File: src/rtl/axi4_lite_reg_bank_if.sv
// AXI4-Lite bus bundle (AW-bit address, 32-bit data) shared by the register bank and its master.
// Modport m is the bus master side, modport s is the slave side.
interface axi4_lite_if #(
    parameter int AW = 32
);
    logic [AW-1:0] awaddr;
    logic          awvalid;
    logic          awready;
    logic [31:0]   wdata;
    logic [3:0]    wstrb;
    logic          wvalid;
    logic          wready;
    logic [1:0]    bresp;
    logic          bvalid;
    logic          bready;
    logic [AW-1:0] araddr;
    logic          arvalid;
    logic          arready;
    logic [31:0]   rdata;
    logic [1:0]    rresp;
    logic          rvalid;
    logic          rready;

    modport m (
        output awaddr, awvalid, wdata, wstrb, wvalid, bready, araddr, arvalid, rready,
        input  awready, wready, bresp, bvalid, arready, rdata, rresp, rvalid
    );

    modport s (
        input  awaddr, awvalid, wdata, wstrb, wvalid, bready, araddr, arvalid, rready,
        output awready, wready, bresp, bvalid, arready, rdata, rresp, rvalid
    );
endinterface

File: src/rtl/axi4_lite_reg_bank.sv
// AXI4-Lite slave bank of NREG 32-bit control registers with per-register write pulses.
// Define AXI_REG_BANK_SLVERR_EN to answer out-of-range accesses with SLVERR instead of OKAY.
module axi4_lite_reg_bank #(
    parameter int          AW        = 32,
    parameter int          NREG      = 16,
    parameter logic [31:0] RESET_VAL = 32'h0000_0000
) (
    input  logic               aclk,
    input  logic               aresetn,
    axi4_lite_if.s             s,
    output logic [NREG*32-1:0] regs_o,
    output logic [NREG-1:0]    wr_pulse_o
);

    localparam int             IW          = AW - 2;
    localparam logic [IW-1:0]  NREG_IDX    = IW'(NREG);
    localparam logic [1:0]     RESP_OKAY   = 2'b00;
`ifdef AXI_REG_BANK_SLVERR_EN
    localparam logic [1:0]     RESP_OOR    = 2'b10;
`else
    localparam logic [1:0]     RESP_OOR    = 2'b00;
`endif

    typedef enum logic {W_IDLE, W_RESP} w_state_e;
    typedef enum logic {R_IDLE, R_DATA} r_state_e;

    w_state_e        w_state_q, w_state_d;
    logic            aw_held_q, aw_held_d;
    logic            w_held_q, w_held_d;
    logic [IW-1:0]   aw_idx_q, aw_idx_d;
    logic [31:0]     wdata_q, wdata_d;
    logic [3:0]      wstrb_q, wstrb_d;
    logic            awready_q, awready_d;
    logic            wready_q, wready_d;
    logic            bvalid_q, bvalid_d;
    logic [1:0]      bresp_q, bresp_d;
    logic [NREG-1:0] wr_pulse_q, wr_pulse_d;
    logic [31:0]     regs_q [NREG];
    logic [31:0]     regs_d [NREG];

    r_state_e        r_state_q, r_state_d;
    logic            arready_q, arready_d;
    logic            rvalid_q, rvalid_d;
    logic [31:0]     rdata_q, rdata_d;
    logic [1:0]      rresp_q, rresp_d;

    logic            aw_in_range;
    logic [IW-1:0]   ar_idx;
    logic            ar_in_range;
    logic [31:0]     rd_val;
    logic            unused_addr_bits;

    assign unused_addr_bits = ^{s.awaddr[1:0], s.araddr[1:0]};

    assign aw_in_range = (aw_idx_q < NREG_IDX);
    assign ar_idx      = s.araddr[AW-1:2];
    assign ar_in_range = (ar_idx < NREG_IDX);

    // Write path: AW and W are captured independently; the commit happens one edge after both are held.
    always_comb begin
        w_state_d  = w_state_q;
        aw_held_d  = aw_held_q;
        w_held_d   = w_held_q;
        aw_idx_d   = aw_idx_q;
        wdata_d    = wdata_q;
        wstrb_d    = wstrb_q;
        bvalid_d   = bvalid_q;
        bresp_d    = bresp_q;
        wr_pulse_d = '0;
        regs_d     = regs_q;

        case (w_state_q)
            W_IDLE: begin
                if (aw_held_q && w_held_q) begin
                    if (aw_in_range) begin
                        for (int i = 0; i < NREG; i++) begin
                            if (aw_idx_q == IW'(i)) begin
                                for (int b = 0; b < 4; b++) begin
                                    if (wstrb_q[b]) begin
                                        regs_d[i][8*b +: 8] = wdata_q[8*b +: 8];
                                    end
                                end
                                wr_pulse_d[i] = 1'b1;
                            end
                        end
                    end
                    bvalid_d  = 1'b1;
                    bresp_d   = aw_in_range ? RESP_OKAY : RESP_OOR;
                    aw_held_d = 1'b0;
                    w_held_d  = 1'b0;
                    w_state_d = W_RESP;
                end else begin
                    if (s.awvalid && awready_q) begin
                        aw_idx_d  = s.awaddr[AW-1:2];
                        aw_held_d = 1'b1;
                    end
                    if (s.wvalid && wready_q) begin
                        wdata_d  = s.wdata;
                        wstrb_d  = s.wstrb;
                        w_held_d = 1'b1;
                    end
                end
            end
            W_RESP: begin
                if (s.bready) begin
                    bvalid_d  = 1'b0;
                    w_state_d = W_IDLE;
                end
            end
            default: w_state_d = W_IDLE;
        endcase

        awready_d = (w_state_d == W_IDLE) && !aw_held_d;
        wready_d  = (w_state_d == W_IDLE) && !w_held_d;
    end

    always_ff @(posedge aclk or negedge aresetn) begin
        if (!aresetn) begin
            w_state_q  <= W_IDLE;
            aw_held_q  <= 1'b0;
            w_held_q   <= 1'b0;
            aw_idx_q   <= '0;
            wdata_q    <= '0;
            wstrb_q    <= '0;
            awready_q  <= 1'b0;
            wready_q   <= 1'b0;
            bvalid_q   <= 1'b0;
            bresp_q    <= RESP_OKAY;
            wr_pulse_q <= '0;
            for (int i = 0; i < NREG; i++) begin
                regs_q[i] <= RESET_VAL;
            end
        end else begin
            w_state_q  <= w_state_d;
            aw_held_q  <= aw_held_d;
            w_held_q   <= w_held_d;
            aw_idx_q   <= aw_idx_d;
            wdata_q    <= wdata_d;
            wstrb_q    <= wstrb_d;
            awready_q  <= awready_d;
            wready_q   <= wready_d;
            bvalid_q   <= bvalid_d;
            bresp_q    <= bresp_d;
            wr_pulse_q <= wr_pulse_d;
            for (int i = 0; i < NREG; i++) begin
                regs_q[i] <= regs_d[i];
            end
        end
    end

    // Reads sample regs_q, so a read landing on the same edge as a commit returns the old value.
    always_comb begin
        rd_val = '0;
        for (int i = 0; i < NREG; i++) begin
            if (ar_idx == IW'(i)) begin
                rd_val = regs_q[i];
            end
        end
    end

    always_comb begin
        r_state_d = r_state_q;
        rvalid_d  = rvalid_q;
        rdata_d   = rdata_q;
        rresp_d   = rresp_q;

        case (r_state_q)
            R_IDLE: begin
                if (s.arvalid && arready_q) begin
                    rdata_d   = rd_val;
                    rresp_d   = ar_in_range ? RESP_OKAY : RESP_OOR;
                    rvalid_d  = 1'b1;
                    r_state_d = R_DATA;
                end
            end
            R_DATA: begin
                if (s.rready) begin
                    rvalid_d  = 1'b0;
                    r_state_d = R_IDLE;
                end
            end
            default: r_state_d = R_IDLE;
        endcase

        arready_d = !rvalid_d;
    end

    always_ff @(posedge aclk or negedge aresetn) begin
        if (!aresetn) begin
            r_state_q <= R_IDLE;
            arready_q <= 1'b0;
            rvalid_q  <= 1'b0;
            rdata_q   <= '0;
            rresp_q   <= RESP_OKAY;
        end else begin
            r_state_q <= r_state_d;
            arready_q <= arready_d;
            rvalid_q  <= rvalid_d;
            rdata_q   <= rdata_d;
            rresp_q   <= rresp_d;
        end
    end

    always_comb begin
        regs_o = '0;
        for (int i = 0; i < NREG; i++) begin
            regs_o[32*i +: 32] = regs_q[i];
        end
    end

    assign wr_pulse_o = wr_pulse_q;

    assign s.awready = awready_q;
    assign s.wready  = wready_q;
    assign s.bvalid  = bvalid_q;
    assign s.bresp   = bresp_q;
    assign s.arready = arready_q;
    assign s.rvalid  = rvalid_q;
    assign s.rdata   = rdata_q;
    assign s.rresp   = rresp_q;

endmodule

File: src/flat_wrapper.sv
// flat-port wrapper written by rule: the top's interface ports become plain ports
module axi4_lite_reg_bank_flat 
#(
    parameter int          AW        = 32,
    parameter int          NREG      = 16,
    parameter logic [31:0] RESET_VAL = 32'h0000_0000
)
  (aclk, aresetn, regs_o, wr_pulse_o, s_awaddr, s_awvalid, s_wdata, s_wstrb, s_wvalid, s_bready, s_araddr, s_arvalid, s_rready, s_awready, s_wready, s_bresp, s_bvalid, s_arready, s_rdata, s_rresp, s_rvalid);
  axi4_lite_if #(.AW(AW)) s_i ();
  input  logic aclk;
  input  logic aresetn;
  output logic [NREG*32-1:0] regs_o;
  output logic [NREG-1:0] wr_pulse_o;
  input wire logic [$bits(s_i.awaddr)-1:0] s_awaddr;
  input wire logic [$bits(s_i.awvalid)-1:0] s_awvalid;
  input wire logic [$bits(s_i.wdata)-1:0] s_wdata;
  input wire logic [$bits(s_i.wstrb)-1:0] s_wstrb;
  input wire logic [$bits(s_i.wvalid)-1:0] s_wvalid;
  input wire logic [$bits(s_i.bready)-1:0] s_bready;
  input wire logic [$bits(s_i.araddr)-1:0] s_araddr;
  input wire logic [$bits(s_i.arvalid)-1:0] s_arvalid;
  input wire logic [$bits(s_i.rready)-1:0] s_rready;
  output wire logic [$bits(s_i.awready)-1:0] s_awready;
  output wire logic [$bits(s_i.wready)-1:0] s_wready;
  output wire logic [$bits(s_i.bresp)-1:0] s_bresp;
  output wire logic [$bits(s_i.bvalid)-1:0] s_bvalid;
  output wire logic [$bits(s_i.arready)-1:0] s_arready;
  output wire logic [$bits(s_i.rdata)-1:0] s_rdata;
  output wire logic [$bits(s_i.rresp)-1:0] s_rresp;
  output wire logic [$bits(s_i.rvalid)-1:0] s_rvalid;
  assign s_i.awaddr = s_awaddr;
  assign s_i.awvalid = s_awvalid;
  assign s_i.wdata = s_wdata;
  assign s_i.wstrb = s_wstrb;
  assign s_i.wvalid = s_wvalid;
  assign s_i.bready = s_bready;
  assign s_i.araddr = s_araddr;
  assign s_i.arvalid = s_arvalid;
  assign s_i.rready = s_rready;
  assign s_awready = s_i.awready;
  assign s_wready = s_i.wready;
  assign s_bresp = s_i.bresp;
  assign s_bvalid = s_i.bvalid;
  assign s_arready = s_i.arready;
  assign s_rdata = s_i.rdata;
  assign s_rresp = s_i.rresp;
  assign s_rvalid = s_i.rvalid;
  axi4_lite_reg_bank #(.AW(AW), .NREG(NREG), .RESET_VAL(RESET_VAL)) u_core (.aclk(aclk), .aresetn(aresetn), .s(s_i), .regs_o(regs_o), .wr_pulse_o(wr_pulse_o));
endmodule
File: config.mk
export PLATFORM = sky130hd
export DESIGN_NAME = axi4_lite_reg_bank_flat
export DESIGN_NICKNAME = d
export VERILOG_FILES = /design/src/rtl/axi4_lite_reg_bank_if.sv /design/src/rtl/axi4_lite_reg_bank.sv /design/src/flat_wrapper.sv
export SDC_FILE = /design/constraint.sdc
export NUM_CORES = 1
export LEC_CHECK = 0
export CAP_MARGIN = 20
export CELL_PAD_IN_SITES_DETAIL_PLACEMENT = 1
export CELL_PAD_IN_SITES_GLOBAL_PLACEMENT = 1
export CORE_ASPECT_RATIO = 2
export CORE_MARGIN = 2
export CORE_UTILIZATION = 23
export CTS_CLUSTER_SIZE = 25
export DETAILED_ROUTE_END_ITERATION = 10
export PLACE_DENSITY_LB_ADDON = 0.1
export SLEW_MARGIN = 10
export SYNTH_ARGS = -nofsm -noshare
export SYNTH_HDL_FRONTEND = slang
export SYNTH_SLANG_ARGS = --single-unit
export TNS_END_PERCENT = 10
File: constraint.sdc
create_clock -name aclk -period 2.88 [get_ports aclk]
set_input_delay 0.576 -clock aclk [delete_from_list [all_inputs] [get_ports aclk]]
set_output_delay 0.576 -clock aclk [all_outputs]
set_load 0.02 [all_outputs]
== Yosys cells after proc, flatten, opt, wreduce, memory -nomap -nowiden ==
Index checks and enable logic that the tools add are counted.

* Register bits: 635
* Word-level logic and storage cells: 247
* Output and inout port bits: 569

* Muxes and demuxes: 53
* Reduce and logical (&&, ||, !) cells: 79
* Bitwise gates (word level): 4
* Equal/unequal tests: 32
* $lt $le $gt $ge: 1

{| class="wikitable"
|+ Operators with widths
! operator !! number
|-
| two-way mux 32 bit || 16
|-
| == test 30 x 4 -> 1 bit (second input constant) || 16
|-
| AND reduction 5 bit || 64
|-
| == test 30 x 3 -> 1 bit (second input constant) || 8
|-
| == test 30 x 2 -> 1 bit (second input constant) || 4
|-
| == test 30 x 1 -> 1 bit (second input constant) || 2
|-
| zero test 30 bit || 2
|-
| two-way mux 16 bit || 3
|-
| < comparator 30 x 5 -> 1 bit (second input constant) || 1
|-
| two-way mux 1 bit || 30
|-
| one-hot mux 1 bit (2 select lines) || 4
|-
| logical AND 1 bit || 6
|-
| AND reduction 3 bit || 2
|-
| inverter 1 bit || 4
|-
| AND reduction 2 bit || 2
|-
| zero test 1 bit || 3
|-
| != test 2 x 1 -> 1 bit (second input constant) || 1
|-
| != test 2 bit (second input constant) || 1
|}

== Logic depth before layout (Yosys ltp) ==
* Depth after elaboration: 17
* Mapped depth: 11

== Worst setup path after synthesis ==
Ideal clock, no wire load.

* Path type: input -> register
* Start: in s_araddr[19]
* End: reg u_core.rdata_q[31], in the netlist u_core.s.rdata[31]
* Stages: 8
* Setup slack: 0.006 ns
* Required time: 2.751 ns
* Data arrival time: 2.745 ns
* Path through: or4_1 > or4_1 > or2_1 > clkbuf_1 > o32ai_1 > a21oi_1 > a21oi_1 > o21ai_0

* Cells in the longest elaborated chain, start to end: 17

{| class="wikitable"
|+ RTL lines
! element !! RTL line !! text
|-
| start, declared || flat_wrapper.sv:20 || <nowiki>input wire logic [$bits(s_i.araddr)-1:0] s_araddr;</nowiki>
|-
| zero test 30 bit || axi4_lite_reg_bank.sv:155 || <nowiki>if (ar_idx == IW'(i)) begin</nowiki>
|-
| two-way mux 32 bit (15 in a row) || axi4_lite_reg_bank.sv:155 ||
|-
| two-way mux 32 bit (*) || axi4_lite_reg_bank.sv:155 ||
|-
| end signal, assigned || axi4_lite_reg_bank.sv:199 || <nowiki>rdata_q <= rdata_d;</nowiki>
|-
| end, declared || axi4_lite_reg_bank.sv:44 || <nowiki>logic [31:0] rdata_q, rdata_d;</nowiki>
|}

Mark *: on every way between the ends. The rest lies on a longest branch, timed or not.
A chain may end at the register's enable or synchronous reset.

== Worst setup path after layout ==
* Start: reg u_core.aw_idx_q[15]
* End: reg u_core.regs_q, in the netlist u_core.regs_o[312]

* Cells in the longest elaborated chain, start to end: 2

{| class="wikitable"
|+ RTL lines
! element !! RTL line !! text
|-
| start, declared || axi4_lite_reg_bank.sv:30 || <nowiki>logic [IW-1:0] aw_idx_q, aw_idx_d;</nowiki>
|-
| start signal, assigned || axi4_lite_reg_bank.sv:137 || <nowiki>aw_idx_q <= aw_idx_d;</nowiki>
|-
| < comparator 30 x 5 -> 1 bit or == test 30 x 4 -> 1 bit (tied branches) || axi4_lite_reg_bank.sv:55, axi4_lite_reg_bank.sv:77 ||
|-
| AND reduction 5 bit (no source line) (*) || -- ||
|-
| end signal, assigned by index || axi4_lite_reg_bank.sv:146 || <nowiki>regs_q[i] <= regs_d[i];</nowiki>
|-
| end, declared || axi4_lite_reg_bank.sv:38 || <nowiki>logic [31:0] regs_q [NREG];</nowiki>
|}

Marked as above.

==> flow_summary.yaml <==
run_status:
  status: "finished with violations"
  violations: "negative setup slack"
setup_path:
  critPathSlowestCell: "or4_4"
  critical_path.most_common_cell: "or4_4"
  cp-end-kind: "flop"
  cp_cell_sequence: "or4_4 > or4_4 > nor3_4 > buf_12 > nand3b_4 > nor2_4 > buf_4 > nand2_4 > mux2_4"
  critPathMaxFanout: 8
  crit_type: "reg -> reg"
  rrSetupSlack_ns: -0.26
  worstPathArrival_ns: 3.67
  critPathLaunchType: "flop"
  crit_required_ns: 3.42
  slowest_delay_ns: 0.57
timing:
  final_hold_viol_count: 0
  layout_setup_ws_ns: -0.257
  hold_ws_ns: 0.432
  worst_slew_pin_slew_ns: 1.18
  fmax_mhz: 319
  drv_slew: 0
  grt_setup_unrepaired: "true"
  finalCritPeriodShare_pct: 109
  setup_viol: 502
  finalClockSkew_ns: 0.0209
  slew_headroom_pct: 21.1
  fin_crit_ns: 3.14
global_route:
  gr-usage-met2_pct: 47.9
  grt.busiest_layer: "met2"
  grt_pass1_wl_microns: 242000
  gr-total-overflow: 0
  grt_max_degree: 100
  grt_use_met3_pct: 5.69
  gr-usage-met1_pct: 31.1
  grt_pass1_vias: 27492
  grt_antenna_before_repair: 3
  gr-usage-all-layers_pct: 26.9
route:
  viasPerCell: 5.03
  wl_microns: 177000
  drtIter0Drc: 1498
  dr_total_vias: 25217
  dr.pass1.iters: 7
  wl_per_cell_microns: 35.4
  postRouteAntennaNets: 0
  drcViolationCount: 0
power_and_ir_drop:
  max-vdd-ir-drop_v: 0.000514
  power.switching_mw: 7.73
  clkPwrFrac_pct: 38.0
  power.density_mw_per_mm2: 539
  power.internal_mw: 16.1
  switching_share_pct: 32.4
  pwr-share-seq_pct: 48.2
  power_frac_comb_pct: 13.8
  leakage_nw: 19.9
synth:
  ys_top_cells_by_count: "dfrtp_1 (635), mux2_2 (549), o21ai_0 (112), clkbuf_1 (106), nand2_1 (106)"
  yosysMostFrequentCell: "dfrtp_1"
  yosysWarnings: 0
  synth_ff_type: "dfrtp_1"
  synth_area_leaders: "dfrtp_1 (55%), mux2_2 (21%), nand2_4 (2.1%)"
  synthArstFlopShare_pct: 100
  synth_top_cell_area_share_pct: 54.6
  seq_area_frac_synth_pct: 54.6
  synth_edf_count: 0
  mappedNetlistArea_sq_mm: 0.0291
  ys_ff_latch: 635
  synth_cell_types: 70
  syn_area_per_cell_sq_um: 12.8
  synth.largest_area_cell: "dfrtp_1"
  synth_cells: 2284
floorplanning:
  die-area_sq_mm: 0.130
  io_pins: 676
  core_region_area_sq_mm: 0.126
  fp.dieH_microns: 507
  die_w_microns: 256
  fp-row-count: 184
  start_util_pct: 23.2
clock_network:
  tritoncts: "done"
  ctsHtreeMaxLevel: 3
  clk_latency_ns: 0.66
  cts_buffer_depth: 3
  cts-root-buf: "clkbuf_16"
  clk_pin_slew_ns: 0.06
  cts_sinks: 635
  cts_inserted_buffers: 69
finish:
  finish.utilization_pct: 35.2
  area_delta_synth_final_pct: 51.8
  finalNonFillerCells: 5012
  drive_above_1_share_pct: 37.1
  layout.nets: 3396
placed_design:
  dp_hpwl_microns: 138000
  globalplace.congestion: 0.876
  placed_cells: 4884
  port_buffers: 667
hold_path:
  holdCritPathClass: "in -> async"
flow_run:
  max_cap_violations: 0
## final timing paths
| path | start | to | cells past startpoint |
|---|---|---|---|
| hold / removal | aresetn | u_core.regs_o[394]$_DFFE_PN0P_ | 2 |
| max in group asynchronous | aresetn | u_core.regs_o[209]$_DFFE_PN0P_ | 3 |
| setup / recovery | u_core.aw_idx_q[15]$_DFFE_PN0P_ | u_core.regs_o[312]$_DFFE_PN0P_ | 9 |
| min in group aclk | u_core.s.rdata[18]$_DFFE_PN0P_ | u_core.s.rdata[18]$_DFFE_PN0P_ | 2 |
| setup reg to reg | u_core.aw_idx_q[15]$_DFFE_PN0P_ | u_core.regs_o[312]$_DFFE_PN0P_ | 9 |
| hold reg to reg | u_core.s.rdata[18]$_DFFE_PN0P_ | u_core.s.rdata[18]$_DFFE_PN0P_ | 2 |
## critical path: cells and delay by family (launching register included)
| family | cells | cell delay, ns |
|---|---|---|
| buf+inv | 2 | 0.34 |
| flops | 1 | 0.38 |
| mux | 1 | 0.42 |
| simple gates | 6 | 1.86 |
## registers in the layout, summed over array words and instances, names as in the netlist
name,flops
u_core.regs_o,512
u_core.aw_held_q,1
u_core.s.arready,1
u_core.s.bvalid,1
u_core.s.awready,1
u_core.r_state_q,1
u_core.s.rvalid,1
u_core.aw_idx_q,30
u_core.s.rdata,32
u_core.s.wready,1
u_core.wr_pulse_o,16
u_core.wdata_q,32
u_core.wstrb_q,4
u_core.w_state_q,1
u_core.w_held_q,1
## cells by family (layout without fill, tap and decap cells)
logic type      count (synthesis)  in the layout  share of synthesized area [%]
buf+inv                       149           1198                           2.15
compound gates                428            428                           9.84
other cells                     1              6                         0.0129
mux                           631            631                           24.3
flops                         635            635                           54.6
simple gates                  440            440                           9.13
## per-stage QoR
step | setup TNS (ns) | cell area (sq um) | power [mW] | setup WS, ns
6_report | -70.46 | 44200 | 23.9 | -0.257
5_1_grt | -96.25 | 44200 | 24.8 | -0.301
4_1_cts | -78.83 | 43900 | 24.1 | -0.293
3_5_place_dp | -121.60 | 41100 | 14.8 | -1.15
3_3_place_gp | -99.62 | 41100 | 14.6 | -1.08
2_1_floorplan | 0 | 29100 | 12.5 | 0.00608
## power groups by stage
stage               registers [mW]  clock network [mW]  logic [mW]
floorplan                     10.3                   0        2.20
global placement              11.5                   0        3.11
CTS                           11.5                9.32        3.31
finish                        11.5                9.07        3.29
global route                  11.7                9.59        3.50
detailed placement            11.6                   0        3.17
## cell usage in the layout, fill, tap and decap left out, types with 7 or more instances in the layout
master	netlist	layout
clkinv_2	0	8
nor2_4	16	18
nor2_2	1	11
nand2_1	106	104
nor2_1	94	82
nor4_1	24	19
nand4_1	11	11
a22o_1	9	9
mux2_2	549	540
a221oi_1	11	8
nand2_2	10	8
clkbuf_8	0	12
buf_12	0	63
o221ai_1	25	24
o211ai_1	12	12
nand3_1	26	23
o22ai_1	23	23
dfrtp_1	635	634
clkbuf_1	106	18
buf_6	2	25
inv_1	11	11
nor3_1	37	26
a21oi_1	86	85
a32oi_1	11	11
a22oi_1	32	32
o21ai_0	112	110
nor3_4	1	10
clkdlybuf4s50_1	0	664
a211oi_1	16	15
o21a_1	13	13
a222oi_1	15	15
mux2_4	0	34
mux2_1	41	16
mux2i_1	39	39
nand2_4	54	23
buf_4	11	314
nand2_8	0	35
a31oi_1	7	7
clkbuf_16	0	73
## metal layers
metal	part of all wire (%)	wire [microns]
met2	50	89500
met5	0.0045	8
met1	39	69400
met3	5.8	10300
met4	4.6	8120
## area by class of cell
class                           instances  area, sq um
Tap cell                             1674         2090
Clock inverter                         15          140
Antenna cell                            2         5.00
Inverter                               12         45.0
Sequential cell                       635        15900
Multi-Input combinational cell       1503        13400
Timing Repair Buffer                 1068        10600
Fill cell                           13499        81500
Clock buffer                          103         2060
## what timing repair did
action / 4_1_cts / 5_1_grt
endpoints found under the hold margin: 29 / 0
buffers inserted: 2 / 5
endpoints found under the setup margin: 542 / 541
pin swaps: 6 / 8
hold buffers: 1 / 0
gates resized for setup: 89 / 57
Power figures use the tool's default switching activity.
